<file path="config.mk">
export PLATFORM = sky130hd
export DESIGN_NAME = gdp_stream
export DESIGN_NICKNAME = d
export VERILOG_FILES = /design/src/rtl/gdp_pkg.sv /design/src/rtl/gdp_sat_acc.sv /design/src/rtl/gdp_stream.sv
export SDC_FILE = /design/constraint.sdc
export NUM_CORES = 2
export LEC_CHECK = 0
export CAP_MARGIN = 20
export CORE_MARGIN = 5
export CORE_UTILIZATION = 65
export CTS_CLUSTER_SIZE = 10
export DETAILED_ROUTE_END_ITERATION = 12
export DONT_BUFFER_PORTS = 1
export GPL_TIMING_DRIVEN = 0
export PLACE_DENSITY = 0.91
export SLEW_MARGIN = 20
export SYNTH_ARGS = -nofsm -noshare
export SYNTH_HDL_FRONTEND = slang
export SYNTH_SLANG_ARGS = --single-unit
</file>
<file path="constraint.sdc">
create_clock -name clk -period 15.9 [get_ports clk]
set_input_delay 4.77 -clock clk [delete_from_list [all_inputs] [get_ports clk]]
set_output_delay 4.77 -clock clk [all_outputs]
set_load 0.005 [all_outputs]
</file>
<file path="src/rtl/gdp_pkg.sv">
// gdp_pkg: shared defaults, derived widths and saturation helpers for the
// streaming Gaussian distance scorer (gdp_stream and gdp_sat_acc).
//   DEF_DW / DEF_ACC_W / DEF_SCALE_SHIFT : default parameter values
//   DIFF_W / SQ_W / PROD_W               : derived widths for the defaults
//   sat_u / sat_s                        : unsigned / signed clamps to w bits
// The clamps work on a fixed SAT_W-bit container so one helper serves every
// width; callers extend into SAT_W and truncate the result back.
package gdp_pkg;

    localparam int unsigned DEF_DW          = 16;
    localparam int unsigned DEF_ACC_W       = 32;
    localparam int unsigned DEF_SCALE_SHIFT = 8;

    localparam int unsigned DIFF_W = DEF_DW + 1;
    localparam int unsigned SQ_W   = 2 * DEF_DW + 1;
    localparam int unsigned PROD_W = 3 * DEF_DW + 1;

    localparam int unsigned SAT_W = 128;

    // Clamp an unsigned value to [0, 2^w - 1].
    function automatic logic [SAT_W-1:0] sat_u(input logic [SAT_W-1:0] v,
                                               input int unsigned    w);
        logic [SAT_W-1:0] hi;
        hi = (SAT_W'(1) << w) - SAT_W'(1);
        return (v > hi) ? hi : v;
    endfunction

    // Clamp a signed value to [-2^(w-1), 2^(w-1) - 1].
    function automatic logic signed [SAT_W-1:0] sat_s(input logic signed [SAT_W-1:0] v,
                                                      input int unsigned           w);
        logic signed [SAT_W-1:0] hi;
        logic signed [SAT_W-1:0] lo;
        hi = (SAT_W'(1) << (w - 1)) - SAT_W'(1);
        lo = ~hi;
        if (v > hi) begin
            return hi;
        end
        if (v < lo) begin
            return lo;
        end
        return v;
    endfunction

endpackage

</file>
<file path="src/rtl/gdp_sat_acc.sv">
// gdp_sat_acc: saturating accumulator stage of gdp_stream.
//   clk, reset      : clock, synchronous active-low reset (clears acc)
//   en              : pipeline advance enable; acc holds when low
//   in_valid        : beat valid; bubbles leave acc untouched
//   in_first        : restart accumulation with p instead of adding
//   p               : unsigned term to accumulate
//   acc             : registered accumulator, saturates at 2^ACC_W - 1
//   sat             : (GDP_OVERFLOW_FLAG_EN only) this beat's add saturated
module gdp_sat_acc
    import gdp_pkg::*;
#(
    parameter int unsigned ACC_W = DEF_ACC_W
) (
    input  logic             clk,
    input  logic             reset,
    input  logic             en,
    input  logic             in_valid,
    input  logic             in_first,
    input  logic [ACC_W-1:0] p,
`ifdef GDP_OVERFLOW_FLAG_EN
    output logic             sat,
`endif
    output logic [ACC_W-1:0] acc
);

    logic [ACC_W-1:0] acc_q;
    logic [ACC_W-1:0] acc_d;
    logic [ACC_W:0]   sum;

    always_comb begin
        sum   = {1'b0, acc_q} + {1'b0, p};
        acc_d = acc_q;
        if (en && in_valid) begin
            acc_d = in_first ? p : ACC_W'(sat_u(SAT_W'(sum), ACC_W));
        end
    end

`ifdef GDP_OVERFLOW_FLAG_EN
    assign sat = en && in_valid && !in_first && sum[ACC_W];
`endif

    always_ff @(posedge clk) begin
        if (!reset) begin
            acc_q <= '0;
        end else begin
            acc_q <= acc_d;
        end
    end

    assign acc = acc_q;

endmodule

</file>
<file path="src/rtl/gdp_stream.sv">
// gdp_stream: streaming Gaussian distance scorer, ln_p = k - sum((x-mean)^2*omega >> SCALE_SHIFT).
//   clk, reset          : clock, synchronous active-low reset
//   in_valid/in_ready   : component beat handshake
//   in_first/in_last    : vector delimiters; k is sampled on the first beat
//   x, mean             : signed DW-bit components
//   omega               : unsigned DW-bit weight
//   k                   : signed DW-bit state constant
//   out_valid/out_ready : result handshake; result holds until accepted
//   ln_p                : signed DW-bit saturated score
//   ovf                 : sticky per-vector saturation flag, present only
//                         when GDP_OVERFLOW_FLAG_EN is defined
// Five stages: S1 diff, S2 square, S3 scale, S4 accumulate, S5 result.
// One global enable freezes every stage while a result is stalled.
module gdp_stream
    import gdp_pkg::*;
#(
    parameter int unsigned DW          = DEF_DW,
    parameter int unsigned ACC_W       = DEF_ACC_W,
    parameter int unsigned SCALE_SHIFT = DEF_SCALE_SHIFT
) (
    input  logic          clk,
    input  logic          reset,
    input  logic          in_valid,
    output logic          in_ready,
    input  logic          in_first,
    input  logic          in_last,
    input  logic [DW-1:0] x,
    input  logic [DW-1:0] mean,
    input  logic [DW-1:0] omega,
    input  logic [DW-1:0] k,
    output logic          out_valid,
    input  logic          out_ready,
`ifdef GDP_OVERFLOW_FLAG_EN
    output logic          ovf,
`endif
    output logic [DW-1:0] ln_p
);

    localparam int unsigned L_DIFF_W = DW + 1;
    localparam int unsigned L_SQ_W   = 2 * DW + 1;
    localparam int unsigned L_PROD_W = 3 * DW + 1;

    logic en;

    // k travels with each beat so back-to-back vectors keep their own k.
    logic                       s1_valid_q, s1_valid_d, s1_first_q, s1_first_d, s1_last_q, s1_last_d;
    logic signed [L_DIFF_W-1:0] s1_diff_q, s1_diff_d;
    logic [DW-1:0]              s1_omega_q, s1_omega_d, s1_k_q, s1_k_d;

    logic                       s2_valid_q, s2_valid_d, s2_first_q, s2_first_d, s2_last_q, s2_last_d;
    logic [L_SQ_W-1:0]          s2_sq_q, s2_sq_d;
    logic [DW-1:0]              s2_omega_q, s2_omega_d, s2_k_q, s2_k_d;
    logic signed [2*L_DIFF_W-1:0] sq_full;

    logic                       s3_valid_q, s3_valid_d, s3_first_q, s3_first_d, s3_last_q, s3_last_d;
    logic [ACC_W-1:0]           s3_p_q, s3_p_d;
    logic [DW-1:0]              s3_k_q, s3_k_d;
    logic [L_PROD_W-1:0]        prod;
    logic [SAT_W-1:0]           p_wide;

    logic                       s4_valid_q, s4_valid_d, s4_last_q, s4_last_d;
    logic [DW-1:0]              s4_k_q, s4_k_d;
    logic [ACC_W-1:0]           acc;

    logic                       out_valid_q, out_valid_d;
    logic [DW-1:0]              ln_p_q, ln_p_d;
    logic signed [ACC_W:0]      d5;
    logic signed [SAT_W-1:0]    d5_sat;

`ifdef GDP_OVERFLOW_FLAG_EN
    logic s3_sat_q, s3_sat_d, s4_ovf_q, s4_ovf_d, ovf_q, ovf_d, acc_sat;
`endif

    assign en       = !(out_valid_q && !out_ready);
    assign in_ready = en;

    // S1: difference; k latched only on a valid first beat.
    always_comb begin
        s1_valid_d = s1_valid_q;
        s1_first_d = s1_first_q;
        s1_last_d  = s1_last_q;
        s1_diff_d  = s1_diff_q;
        s1_omega_d = s1_omega_q;
        s1_k_d     = s1_k_q;
        if (en) begin
            s1_valid_d = in_valid;
            s1_first_d = in_valid && in_first;
            s1_last_d  = in_valid && in_last;
            s1_diff_d  = $signed({x[DW-1], x}) - $signed({mean[DW-1], mean});
            s1_omega_d = omega;
            if (in_valid && in_first) begin
                s1_k_d = k;
            end
        end
    end

    // S2: square (always non-negative, fits in L_SQ_W).
    always_comb begin
        sq_full    = s1_diff_q * s1_diff_q;
        s2_valid_d = s2_valid_q;
        s2_first_d = s2_first_q;
        s2_last_d  = s2_last_q;
        s2_sq_d    = s2_sq_q;
        s2_omega_d = s2_omega_q;
        s2_k_d     = s2_k_q;
        if (en) begin
            s2_valid_d = s1_valid_q;
            s2_first_d = s1_first_q;
            s2_last_d  = s1_last_q;
            s2_sq_d    = L_SQ_W'($unsigned(sq_full));
            s2_omega_d = s1_omega_q;
            s2_k_d     = s1_k_q;
        end
    end

    // S3: weight, scale and clamp to the accumulator width.
    always_comb begin
        prod       = L_PROD_W'(s2_sq_q) * L_PROD_W'(s2_omega_q);
        p_wide     = sat_u(SAT_W'(prod >> SCALE_SHIFT), ACC_W);
        s3_valid_d = s3_valid_q;
        s3_first_d = s3_first_q;
        s3_last_d  = s3_last_q;
        s3_p_d     = s3_p_q;
        s3_k_d     = s3_k_q;
`ifdef GDP_OVERFLOW_FLAG_EN
        s3_sat_d   = s3_sat_q;
`endif
        if (en) begin
            s3_valid_d = s2_valid_q;
            s3_first_d = s2_first_q;
            s3_last_d  = s2_last_q;
            s3_p_d     = ACC_W'(p_wide);
            s3_k_d     = s2_k_q;
`ifdef GDP_OVERFLOW_FLAG_EN
            s3_sat_d   = s2_valid_q && (p_wide != SAT_W'(prod >> SCALE_SHIFT));
`endif
        end
    end

    // S4: accumulator plus the beat's side-band.
    gdp_sat_acc #(
        .ACC_W (ACC_W)
    ) u_acc (
        .clk      (clk),
        .reset    (reset),
        .en       (en),
        .in_valid (s3_valid_q),
        .in_first (s3_first_q),
        .p        (s3_p_q),
`ifdef GDP_OVERFLOW_FLAG_EN
        .sat      (acc_sat),
`endif
        .acc      (acc)
    );

    always_comb begin
        s4_valid_d = s4_valid_q;
        s4_last_d  = s4_last_q;
        s4_k_d     = s4_k_q;
`ifdef GDP_OVERFLOW_FLAG_EN
        s4_ovf_d   = s4_ovf_q;
`endif
        if (en) begin
            s4_valid_d = s3_valid_q;
            s4_last_d  = s3_last_q;
            s4_k_d     = s3_k_q;
`ifdef GDP_OVERFLOW_FLAG_EN
            if (s3_valid_q) begin
                s4_ovf_d = (s3_first_q ? 1'b0 : s4_ovf_q) | s3_sat_q | acc_sat;
            end
`endif
        end
    end

    // S5: result register; a new result may load in the handshake cycle.
    always_comb begin
        d5          = (ACC_W + 1)'($signed(s4_k_q)) - $signed({1'b0, acc});
        d5_sat      = sat_s(SAT_W'(d5), DW);
        out_valid_d = out_valid_q;
        ln_p_d      = ln_p_q;
`ifdef GDP_OVERFLOW_FLAG_EN
        ovf_d       = ovf_q;
`endif
        if (en) begin
            out_valid_d = s4_valid_q && s4_last_q;
            if (s4_valid_q && s4_last_q) begin
                ln_p_d = DW'(d5_sat);
`ifdef GDP_OVERFLOW_FLAG_EN
                ovf_d  = s4_ovf_q | (d5_sat != SAT_W'(d5));
`endif
            end
        end
    end

    always_ff @(posedge clk) begin
        if (!reset) begin
            s1_valid_q  <= 1'b0;
            s1_first_q  <= 1'b0;
            s1_last_q   <= 1'b0;
            s1_diff_q   <= '0;
            s1_omega_q  <= '0;
            s1_k_q      <= '0;
            s2_valid_q  <= 1'b0;
            s2_first_q  <= 1'b0;
            s2_last_q   <= 1'b0;
            s2_sq_q     <= '0;
            s2_omega_q  <= '0;
            s2_k_q      <= '0;
            s3_valid_q  <= 1'b0;
            s3_first_q  <= 1'b0;
            s3_last_q   <= 1'b0;
            s3_p_q      <= '0;
            s3_k_q      <= '0;
            s4_valid_q  <= 1'b0;
            s4_last_q   <= 1'b0;
            s4_k_q      <= '0;
            out_valid_q <= 1'b0;
            ln_p_q      <= '0;
`ifdef GDP_OVERFLOW_FLAG_EN
            s3_sat_q    <= 1'b0;
            s4_ovf_q    <= 1'b0;
            ovf_q       <= 1'b0;
`endif
        end else begin
            s1_valid_q  <= s1_valid_d;
            s1_first_q  <= s1_first_d;
            s1_last_q   <= s1_last_d;
            s1_diff_q   <= s1_diff_d;
            s1_omega_q  <= s1_omega_d;
            s1_k_q      <= s1_k_d;
            s2_valid_q  <= s2_valid_d;
            s2_first_q  <= s2_first_d;
            s2_last_q   <= s2_last_d;
            s2_sq_q     <= s2_sq_d;
            s2_omega_q  <= s2_omega_d;
            s2_k_q      <= s2_k_d;
            s3_valid_q  <= s3_valid_d;
            s3_first_q  <= s3_first_d;
            s3_last_q   <= s3_last_d;
            s3_p_q      <= s3_p_d;
            s3_k_q      <= s3_k_d;
            s4_valid_q  <= s4_valid_d;
            s4_last_q   <= s4_last_d;
            s4_k_q      <= s4_k_d;
            out_valid_q <= out_valid_d;
            ln_p_q      <= ln_p_d;
`ifdef GDP_OVERFLOW_FLAG_EN
            s3_sat_q    <= s3_sat_d;
            s4_ovf_q    <= s4_ovf_d;
            ovf_q       <= ovf_d;
`endif
        end
    end

    assign out_valid = out_valid_q;
    assign ln_p      = ln_p_q;
`ifdef GDP_OVERFLOW_FLAG_EN
    assign ovf       = ovf_q;
`endif

endmodule

</file>
==> insert_results.sql <==
INSERT INTO impl_metrics (metric_group, metric, value, unit) VALUES
('worst_setup_path', 'critPathRequiredTime', '11.13', 'ns'),
('place', 'dpl_cell_area', '39400', 'sq um'),
('grt', 'grt_start_max_net_pins', '21', ''),
('clock_network', 'cts.reportedPaths.clkPinSlew', '0.05', 'ns'),
('routing', 'detail_route.drc_violations', '0', ''),
('clock_network', 'clock_tree.root_cell', 'clkbuf_16', ''),
('clock_network', 'clock_path_buffers', '3', ''),
('floorplanning', 'initial_core_util', '65.4', '%'),
('clock_network', 'post_cts_buffers', '0', ''),
('routing', 'final_antenna_net_count', '0', ''),
('floorplanning', 'die_w', '253', 'um'),
('routing', 'post_drt_wl_per_cell', '20.1', 'um'),
('sta', 'max-slew-margin-rel', '24.0', '%'),
('synthesis', 'mappedNetlistArea', '38500', 'sq um'),
('floorplanning', 'rows', '89', ''),
('synthesis', 'area_fraction_of_the_dominant_cell_type_after_synthesis', '36.0', '%'),
('power_and_ir_drop', 'p_per_area', '126', 'nW/um^2'),
('synthesis', 'synth.lib_cells_used.distinct', '85', ''),
('worst_hold_path', 'hp-class', 'reg2reg', ''),
('clock_network', 'h_tree_depth', '1', ''),
('place', 'last_weighted_congestion_value_of_the_routability_driven_placer', '1.02', ''),
('final_layout', 'finalInstanceArea', '40200', 'sq um'),
('place', 'pre_cts_ws', '4.27', 'ns'),
('sta', 'report.final.slew_viol_count', '0', ''),
('sta', 'layout_setup_ws', '4.09', 'ns'),
('floorplanning', 'floorplan.die_area', '64100', 'sq um'),
('place', 'place.port_buffers', '0', ''),
('final_layout', 'syn_to_final_growth', '4.67', '%'),
('sta', 'whs', '0.461', 'ns'),
('grt', 'first_global_vias', '33743', ''),
('worst_setup_path', 'critPathLaunchType', 'primary input', ''),
('sta', 'grt_setup_unrepaired', 'false', ''),
('sta', 'layout_min_cycle_time', '11.81', 'ns'),
('clock_network', 'postCtsResizedCells', '0', ''),
('grt', 'global_route_total_usage_across_every_layer', '33.8', '%'),
('routing', 'drt-vias-per-instance', '5.96', ''),
('final_layout', 'finalNetCount', '5559', ''),
('clock_network', 'cts_tree', 'yes', ''),
('sta', 'fin_worst_skew', '0.0184', 'ns'),
('final_layout', 'multiInputGateArea', '29800', 'sq um'),
('status', 'status', 'finished, final reports clean', ''),
('synthesis', 'synth-seq-cells', '237', ''),
('place', 'hpwlAfterDp', '86900', 'um'),
('sta', 'portion_of_the_clock_cycle_consumed_by_the_worst_path_in_the_final_layout', '74.3', '%'),
('final_layout', 'post-route-util', '68.5', '%'),
('synthesis', 'syn-instance-count', '4475', ''),
('place', 'dp_cells', '5253', ''),
('worst_setup_path', 'endpoint_kind', 'output pin', ''),
('synthesis', 'synth-warning-count', '0', ''),
('grt', 'grt_pass1_wl', '174000', 'um'),
('final_layout', 'drive_above_1_share', '1.84', '%'),
('power_and_ir_drop', 'power_leakage', '19.1', 'nW'),
('synthesis', 'yosys.area.top_type', 'fa_1', ''),
('floorplanning', 'die_y', '253', 'um'),
('routing', 'drt_wl_total', '106000', 'um'),
('synthesis', 'synth-seq-area-share', '12.3', '%'),
('sta', 'timing_hold_violations_final', '0', ''),
('grt', 'overflow', '0', ''),
('sta', 'maxClockFrequency', '0.0847', 'GHz'),
('routing', 'drt_iter0_drc', '2839', ''),
('floorplanning', 'io_pins', '88', ''),
('synthesis', 'ys_dominant_reg_cell', 'dfxtp_1', ''),
('flow_run', 'max_cap_violations', '0', ''),
('clock_network', 'numCtsBuffers', '28', ''),
('clock_network', 'clkSinkCount', '237', ''),
('worst_setup_path', 'ws_path_type', 'in2out', ''),
('routing', 'firstDrtPassIters', '6', ''),
('synthesis', 'syn-mean-instance-area', '8.59', 'sq um'),
('sta', 'setup_viol', '0', ''),
('sta', 'max_slew.worst_pin.slew', '1.14', 'ns'),
('worst_setup_path', 'cp_max_fo', '10', '');
cells by family (layout without fill, tap and decap cells):
family | Yosys count | in the layout | share of synthesized area (%)
compound gates | 712 | 712 | 11.9
mux | 4 | 4 | 0.107
flops | 237 | 237 | 12.3
other cells | 2 | 10 | 0.0195
xor+xnor | 136 | 136 | 3.10
simple gates | 1357 | 1357 | 16.9
fa+ha+maj | 978 | 978 | 45.3
buf+inv | 1049 | 1083 | 10.3
per-layer routing:
layer | up-vias | track usage [%] | part of all wire [%]
met1 | 15245 | 41.9 | 36
li1 | 13914 | - | -
met3 | 490 | 8.67 | 12
met2 | 1853 | 55.4 | 47
met4 | 4 | 16.6 | 6.2
met5 | - | 0 | 0.029
worst paths after layout:
path,from,endpoint,slack [ns],depth (start not counted)
worst max-delay path,out_ready,in_ready,4.09,4
worst min-delay path,s2_k_q[1],s2_k_q[1],0.46,2
worst max register to register,s2_omega_q[15],s3_p_q[13],6.78,23
worst min register to register,s2_k_q[1],s2_k_q[1],0.46,2
sequential cells by signal (all words and copies together) (netlist names), 17 cells and up:
register / count
s3_p_q: 32
s2_sq_q: 32
u_acc.acc: 32
s1_diff_q: 17
synth_stat cells (all sizes together) (67+ instances only):
master    n
xor2     69
a21oi   186
fa      691
clkbuf  200
dfxtp   237
o21ai   175
nor2     91
inv     842
a21boi  125
xnor2    67
ha      287
a21o     74
nand2   723
and2    314
cell type report:
class                           count  share of cell area (%)
Timing Repair Buffer                1                  0.0373
Multi-Input combinational cell   3194                    73.9
Buffer                            205                    1.99
Clock buffer                       30                    1.78
Inverter                          844                    7.87
Clock inverter                      3                   0.171
Sequential cell                   237                    11.8
Tap cell                          773                    2.40
Antenna cell                        3                  0.0187
critical path, cell delays in order:
cell and delay, ns:
nor2b_1 0.59, clkinv_1 0.74, clkbuf_1 0.49, buf_1 0.44
power breakdown:
group	switching, mW	total (mW)	internal (mW)
combinational	2.22	3.62	1.40
clock	0.252	0.585	0.333
sequential	0.171	0.864	0.693
total	2.64	5.07	2.43
layout by cell type (no fill, tap or decap), types with 67 or more instances in the layout:
| cell type | n |
|---|---|
| a21oi_1 | 175 |
| xor2_1 | 69 |
| o21ai_0 | 172 |
| dfxtp_1 | 237 |
| a21boi_0 | 125 |
| and2_1 | 313 |
| clkbuf_1 | 201 |
| nor2_1 | 91 |
| a21o_1 | 74 |
| xnor2_1 | 67 |
| inv_1 | 842 |
| nand2_1 | 722 |
| fa_1 | 691 |
| ha_1 | 287 |
Power figures use the tool's default switching activity.
